--- src/rtl/id_ex_forward_stage.sv ---
// ID/EX pipeline register with load-use hazard detection, bubble insertion,
// EX-stage forwarding select generation and a saturating bubble counter.
module id_ex_forward_stage #(
    parameter int DATA_W = 32,
    parameter int CTRL_W = 8,
    parameter int CNT_W  = 16
) (
    input  logic              clk,
    input  logic              rst,
    input  logic              id_valid,
    input  logic [4:0]        id_rs1,
    input  logic [4:0]        id_rs2,
    input  logic [4:0]        id_rd,
    input  logic [DATA_W-1:0] id_rs1_data,
    input  logic [DATA_W-1:0] id_rs2_data,
    input  logic [DATA_W-1:0] id_imm,
    input  logic              id_reg_write,
    input  logic              id_mem_read,
    input  logic [CTRL_W-1:0] id_ctrl,
    input  logic              flush,
    input  logic [4:0]        mem_rd,
    input  logic              mem_reg_write,
    input  logic [4:0]        wb_rd,
    input  logic              wb_reg_write,
    output logic              ex_valid,
    output logic [4:0]        ex_rs1,
    output logic [4:0]        ex_rs2,
    output logic [4:0]        ex_rd,
    output logic [DATA_W-1:0] ex_rs1_data,
    output logic [DATA_W-1:0] ex_rs2_data,
    output logic [DATA_W-1:0] ex_imm,
    output logic              ex_reg_write,
    output logic              ex_mem_read,
    output logic [CTRL_W-1:0] ex_ctrl,
    output logic [1:0]        fwd_a_sel,
    output logic [1:0]        fwd_b_sel,
    output logic              stall,
    output logic [CNT_W-1:0]  bubble_cnt
);

    logic              r_ex_valid;
    logic [4:0]        r_ex_rs1;
    logic [4:0]        r_ex_rs2;
    logic [4:0]        r_ex_rd;
    logic [DATA_W-1:0] r_ex_rs1_data;
    logic [DATA_W-1:0] r_ex_rs2_data;
    logic [DATA_W-1:0] r_ex_imm;
    logic              r_ex_reg_write;
    logic              r_ex_mem_read;
    logic [CTRL_W-1:0] r_ex_ctrl;
    logic [CNT_W-1:0]  r_bubble_cnt;

    logic              w_hazard;
    logic              w_bubble;
    logic [1:0]        w_fwd_a;
    logic [1:0]        w_fwd_b;

    // A load in EX whose result ID needs cannot be forwarded in time.
    assign w_hazard = r_ex_valid & r_ex_mem_read & (r_ex_rd != 5'd0) & id_valid &
                      ((id_rs1 == r_ex_rd) | (id_rs2 == r_ex_rd));
    assign w_bubble = flush | w_hazard;

    always_ff @(posedge clk) begin
        if (rst) begin
            r_ex_valid     <= 1'b0;
            r_ex_rs1       <= '0;
            r_ex_rs2       <= '0;
            r_ex_rd        <= '0;
            r_ex_rs1_data  <= '0;
            r_ex_rs2_data  <= '0;
            r_ex_imm       <= '0;
            r_ex_reg_write <= 1'b0;
            r_ex_mem_read  <= 1'b0;
            r_ex_ctrl      <= '0;
            r_bubble_cnt   <= '0;
        end else if (w_bubble) begin
            r_ex_valid     <= 1'b0;
            r_ex_rs1       <= '0;
            r_ex_rs2       <= '0;
            r_ex_rd        <= '0;
            r_ex_rs1_data  <= '0;
            r_ex_rs2_data  <= '0;
            r_ex_imm       <= '0;
            r_ex_reg_write <= 1'b0;
            r_ex_mem_read  <= 1'b0;
            r_ex_ctrl      <= '0;
            if (r_bubble_cnt != {CNT_W{1'b1}}) begin
                r_bubble_cnt <= r_bubble_cnt + 1'b1;
            end
        end else begin
            r_ex_valid     <= id_valid;
            r_ex_rs1       <= id_rs1;
            r_ex_rs2       <= id_rs2;
            r_ex_rd        <= id_rd;
            r_ex_rs1_data  <= id_rs1_data;
            r_ex_rs2_data  <= id_rs2_data;
            r_ex_imm       <= id_imm;
            r_ex_reg_write <= id_reg_write & id_valid;
            r_ex_mem_read  <= id_mem_read & id_valid;
            r_ex_ctrl      <= id_ctrl;
        end
    end

    // MEM result is younger than WB, so it wins; x0 is never forwarded.
    always_comb begin
        w_fwd_a = 2'b00;
        w_fwd_b = 2'b00;
        if (r_ex_valid & mem_reg_write & (mem_rd != 5'd0) & (mem_rd == r_ex_rs1)) begin
            w_fwd_a = 2'b10;
        end else if (r_ex_valid & wb_reg_write & (wb_rd != 5'd0) & (wb_rd == r_ex_rs1)) begin
            w_fwd_a = 2'b01;
        end
        if (r_ex_valid & mem_reg_write & (mem_rd != 5'd0) & (mem_rd == r_ex_rs2)) begin
            w_fwd_b = 2'b10;
        end else if (r_ex_valid & wb_reg_write & (wb_rd != 5'd0) & (wb_rd == r_ex_rs2)) begin
            w_fwd_b = 2'b01;
        end
    end

    assign ex_valid     = r_ex_valid;
    assign ex_rs1       = r_ex_rs1;
    assign ex_rs2       = r_ex_rs2;
    assign ex_rd        = r_ex_rd;
    assign ex_rs1_data  = r_ex_rs1_data;
    assign ex_rs2_data  = r_ex_rs2_data;
    assign ex_imm       = r_ex_imm;
    assign ex_reg_write = r_ex_reg_write;
    assign ex_mem_read  = r_ex_mem_read;
    assign ex_ctrl      = r_ex_ctrl;
    assign fwd_a_sel    = w_fwd_a;
    assign fwd_b_sel    = w_fwd_b;
    assign stall        = w_hazard & ~flush;
    assign bubble_cnt   = r_bubble_cnt;

endmodule

--- config.mk ---
export PLATFORM = sky130hd
export DESIGN_NAME = id_ex_forward_stage
export DESIGN_NICKNAME = d
export VERILOG_FILES = /design/src/rtl/id_ex_forward_stage.sv
export SDC_FILE = /design/constraint.sdc
export NUM_CORES = 1
export LEC_CHECK = 0
export ABC_AREA = 1
export BUFFER_PORTS_ARGS = -buffer_cell sky130_fd_sc_hd__buf_4
export CAP_MARGIN = 30
export CORE_AREA = 2 2 110 112
export CTS_BUF_LIST = sky130_fd_sc_hd__clkbuf_2
export DETAILED_ROUTE_END_ITERATION = 16
export DIE_AREA = 0 0 112 114
export PLACE_DENSITY = 0.77
export SYNTH_ARGS = -nofsm -noshare
export SYNTH_HDL_FRONTEND = slang
export SYNTH_SLANG_ARGS = --single-unit
--- constraint.sdc ---
create_clock -name clk -period 1.7 [get_ports clk]
set_input_delay 0.085 -clock clk [delete_from_list [all_inputs] [get_ports clk]]
set_output_delay 0.085 -clock clk [all_outputs]
set_load 0.02 [all_outputs]
======== Yosys cells after proc, flatten, opt, wreduce, memory -nomap -nowiden ========
Cells that the tools add are included.
storage, ports and cells
  flip-flop bits (word level) ............. 138
  input port bits ......................... 137
  output and inout port bits .............. 143
operators by class
  $add $sub $neg .......................... 1
  equality and inequality tests ........... 7
  multiplexer cells ....................... 4
  bitwise operators ....................... 18
  reductions and logical operators ........ 5
operator list
  cell                     count
  $eq A5 B5 Y1             6
  $add A16 B1 Y16 const B  1
  $ne A16 B16 Y1 const B   1
  $and A1 B1 Y1            15
  $reduce_bool A5 Y1       3
  $mux W2                  2
  $mux W1                  2
  $or A1 B1 Y1             2
  $reduce_and A2 Y1        1
  $reduce_or A2 Y1         1
  $not A1 Y1               1

======== Longest topological paths before layout ========
  depth in word-level cells ............... 6
  gate-level depth with buffers ........... 12

======== Worst setup path before layout ========
No wires, ideal clock.
  path kind ............................... reg-to-output
  start ................................... register r_ex_rs2[0], in the netlist ex_rs2[0]
  end ..................................... output port fwd_b_sel[0]
  arrival ................................. 1.735 ns
  data required time ...................... 1.615 ns
  path slack .............................. -0.120 ns
  stages on the path, launching flop included .. 5
  path through ............................ dfxtp_1 -> xnor2_1 -> nand3_1 -> nor4_1 -> nor3_1
on the way
  longest elaborated chain between the ends .. 4
ends and longest elaborated chain
  what                    RTL line  source
  start, declared         43        logic [4:0] r_ex_rs2;
  start signal, assigned  93        r_ex_rs2 <= id_rs2;
  $eq A5 B5 Y1            115       end else if (r_ex_valid & wb_reg_write & (wb_rd != 5'd0) & (wb_rd == r_ex_rs2)) begin
  $and A1 B1 Y1           115
  $mux W1                 115
  $mux W2 *               113       if (r_ex_valid & mem_reg_write & (mem_rd != 5'd0) & (mem_rd == r_ex_rs2)) begin
  end, declared           36        output logic [1:0] fwd_b_sel,
Every way passes the cells marked *; elsewhere a longest branch is shown, timed or not.

======== Worst setup path after layout ========
  start ................................... register r_ex_rs2[1], in the netlist ex_rs2[1]
  end ..................................... output port fwd_b_sel[0]
The elaborated chain is that of the path after synthesis.

==> results.yml <==
clock_tree:
  cts_root_buffer: "clkbuf_2"
  cts_buffer_depth: 2
  cts.clk_slew.worst_paths_ns: 0.21
  numCtsBuffers: 17
  cts_tree: "done"
  cts.sinks: 138
  htree_levels: 4
  clk_latency_ns: 0.71
die:
  initial_core_util_pct: 41.05
  die_h_um: 114
  dieWidth_um: 112
  die_area_um2: 12770
  core_area_um2: 11710
  ios: 280
  rows: 40
status:
  outcome: "finished, violations left"
  violations: "setup timing"
critical_path:
  r2r_cells: 12
  cp.arrival_ns: 1.90
  critPathLaunchType: "flop"
  r2r_setup_slack_ns: 0.03
  worstPathCellList: "xor2_2, nor3_2, nand3_1, nor3_2, buf_4"
  required_ns: 1.62
  worstSetupPathType: "flop to output pin"
  crit_top_cell: "nor3_2"
  critPathCaptureType: "output pin"
  cp_slowest_cell: "dfxtp_2"
  path_max_fanout: 3
  critical_path.max_stage_delay_ns: 0.38
pwr:
  power.density_nw_per_um2: 714.4
  power_leakage_nw: 4.686
  peakVddDrop_v: 0.0004375
  combPwrFrac_pct: 19.8
  p_sw_w: 0.001761
  clkPwrFrac_pct: 26.2
  pwr-share-seq_pct: 54.0
  p_int_w: 0.004558
  sw_frac_of_total_pct: 27.87
synthesis:
  syn-num-nets: 738
  syn_area_per_cell_um2: 8.012
  synth.distinct_cells: 24
  synth_area_leaders: "dfxtp_1 57%, nor2_1 13%, inv_1 10%"
  syn_inst: 600
  synth_seq_cells: 138
  yosysTopAreaCell: "dfxtp_1"
  yosysSeqAreaShare_pct: 57.47
  syn_area_um2: 4807
  synth_top_cell_area_share_pct: 57.47
  synth_warnings: 0
sta:
  worst_slack_ns: -0.2847
  slew_viol_final: 0
  setup_viol: 5
  layout_min_cycle_time_ns: 1.985
  rsz0062_at_grt: "true"
  fmax_mhz: 503.8
  relSlewSlack_pct: 68.25
  fin_skew_ns: 0.04110
  fin_crit_sh_pct: 116.7
  hold_viol: 0
  tightest_slew_ns: 0.4762
  setup_tns_ns: -0.8913
detailed_routing:
  drtIter0Drc: 232
  routed-via-count: 5324
  dr.pass1.iters: 7
  routedWlPerCell_um: 14.86
  ant_nets: 0
  via_per_inst: 4.489
  totalWireLength_mm: 17.63
  drcViolationCount: 0
place:
  gp_congestion: 0.8185
  hpwl_mm: 10.03
  portBuffers: 279
worst_hold_path:
  min_path_type: "primary input to flop"
  holdPathStages: 4
job:
  cap_violations: 0
layout:
  multiInputGateArea_um2: 1535
  syn2layout_area_growth_pct: 84.02
  nets: 1164
  drive_above_1_share_pct: 36.80
  register_area_um2: 2804
  final_core_util_pct: 75.53
  fillers: 754
global_routing:
  grt_pass1_vias: 5358
  grt_usage_pct: 26.23
  grt_max_degree: 60
  grt_pass1_wl_mm: 25.98
  grt_antenna_before_repair: 0
  grt-ovfl-total: 0
## cells in the final DEF, fill, tap and decap left out, types with 2 or more instances in the layout
cell type      instances
inv_2                  6
nor3_1                 3
clkinvlp_4             3
dlygate4sd3_1        126
xor2_1                 5
nor2_2                14
clkinv_2               3
nand3_1               23
xnor2_1               10
dfxtp_2                9
buf_4                287
clkbuf_16              3
buf_6                  5
xor2_2                 2
dfxtp_4                8
clkinv_1               5
nand3_2                2
clkbuf_2              21
nor3_2                 2
nor2_1               148
inv_1                131
nand2_1               59
nand4_1                5
xnor2_2                4
nand2_2                2
buf_12                 2
dfxtp_1              121
a21oi_1               16
## kinds of logic after synthesis
kind of cell / synth area share, %
xor+xnor: 4.008
fa+ha+maj: 0.2602
simple gates: 22.67
flops: 57.47
compound gates: 1.666
buf+inv: 13.93
## area by class of cell
type                       count  area share [%]
multi-input combinational    306           17.36
clock buffer                  21           1.188
sequential                   138           31.70
timing repair buffer         424           40.86
antenna                        1         0.02829
inverter                     139           5.898
clock inverter                10          0.8911
tap                          147           2.079
## sequential cells by signal (all words and copies together) (netlist names), 5 cells and up
name and cells:
ex_rs2 5, ex_rd 5, ex_rs2_data 32, ex_imm 32
bubble_cnt 16, ex_rs1_data 32, ex_ctrl 8, ex_rs1 5
## path summary, 6_finish.rpt
path	from	endpoint
min reg2reg	bubble_cnt[7]	bubble_cnt[7]
max reg2reg	ex_rd[0]	ex_rd[3]
max	ex_rs2[1]	fwd_b_sel[0]
min	id_rs2_data[24]	ex_rs2_data[24]
## cells in the mapped netlist
master / n
a21oi_1: 16
buf_2: 4
buf_4: 3
buf_6: 9
clkbuf_1: 1
clkinv_1: 2
dfxtp_1: 138
ha_1: 1
inv_1: 132
inv_2: 5
nand2_1: 60
nand2_2: 2
nand3_1: 25
nand3_2: 1
nand3b_1: 1
nand4_1: 5
nand4_2: 1
nor2_1: 162
nor2_2: 1
nor3_1: 5
nor3b_1: 1
nor4_1: 3
xnor2_1: 15
xor2_1: 7
## worst max-delay path: cells and delay by family, from the launching register on
kind	cells	cell delay, ns
AND/OR/NAND/NOR	3	0.52
buffers and inverters	1	0.17
flip-flops	1	0.38
XOR/XNOR	1	0.14
## power by group through the flow
stage	Sequential (W)	Clock [W]	Combinational (W)
after floorplan	0.00362	0	0.000256
after global placement	0.00347	0	0.000885
after detailed placement	0.00348	0	0.000896
after CTS	0.00341	0.00169	0.00115
after global routing	0.00343	0.00183	0.00133
final	0.00341	0.00166	0.00125
## metal layers
layer	GRT usage [%]	up-vias	wire [um]
met3	9.936	53	1433
met4	13.58	0	650
met2	48.44	261	9358
met1	25.54	2422	6186
met5	0	-	0
li1	-	2588	-
## repair_timing
action,4_1_cts,5_1_grt
pin swaps,7,2
buffers inserted,2,5
hold buffers,126,0
setup endpoints to repair,5,30
hold endpoints to repair,138,0
cloned,0,4
gates resized for setup,29,32
## metrics by stage
stage | hold WS (ns) | instances | area [um^2] | worst slack, ns | power [W]
after global routing | 0.05901 | 1185 | 8843 | -0.3964 | 0.006591
after floorplan | 0.1972 | 600 | 4820 | 0.1578 | 0.003880
after global placement | 0.2960 | 1017 | 7056 | 0.2175 | 0.004358
after CTS | 0.05090 | 1176 | 8600 | -0.3641 | 0.006252
after detailed placement | 0.3042 | 1017 | 7056 | 0.1638 | 0.004374
final | 0.1195 | 1186 | 8846 | -0.2847 | 0.006319
Power figures use the tool's default switching activity.
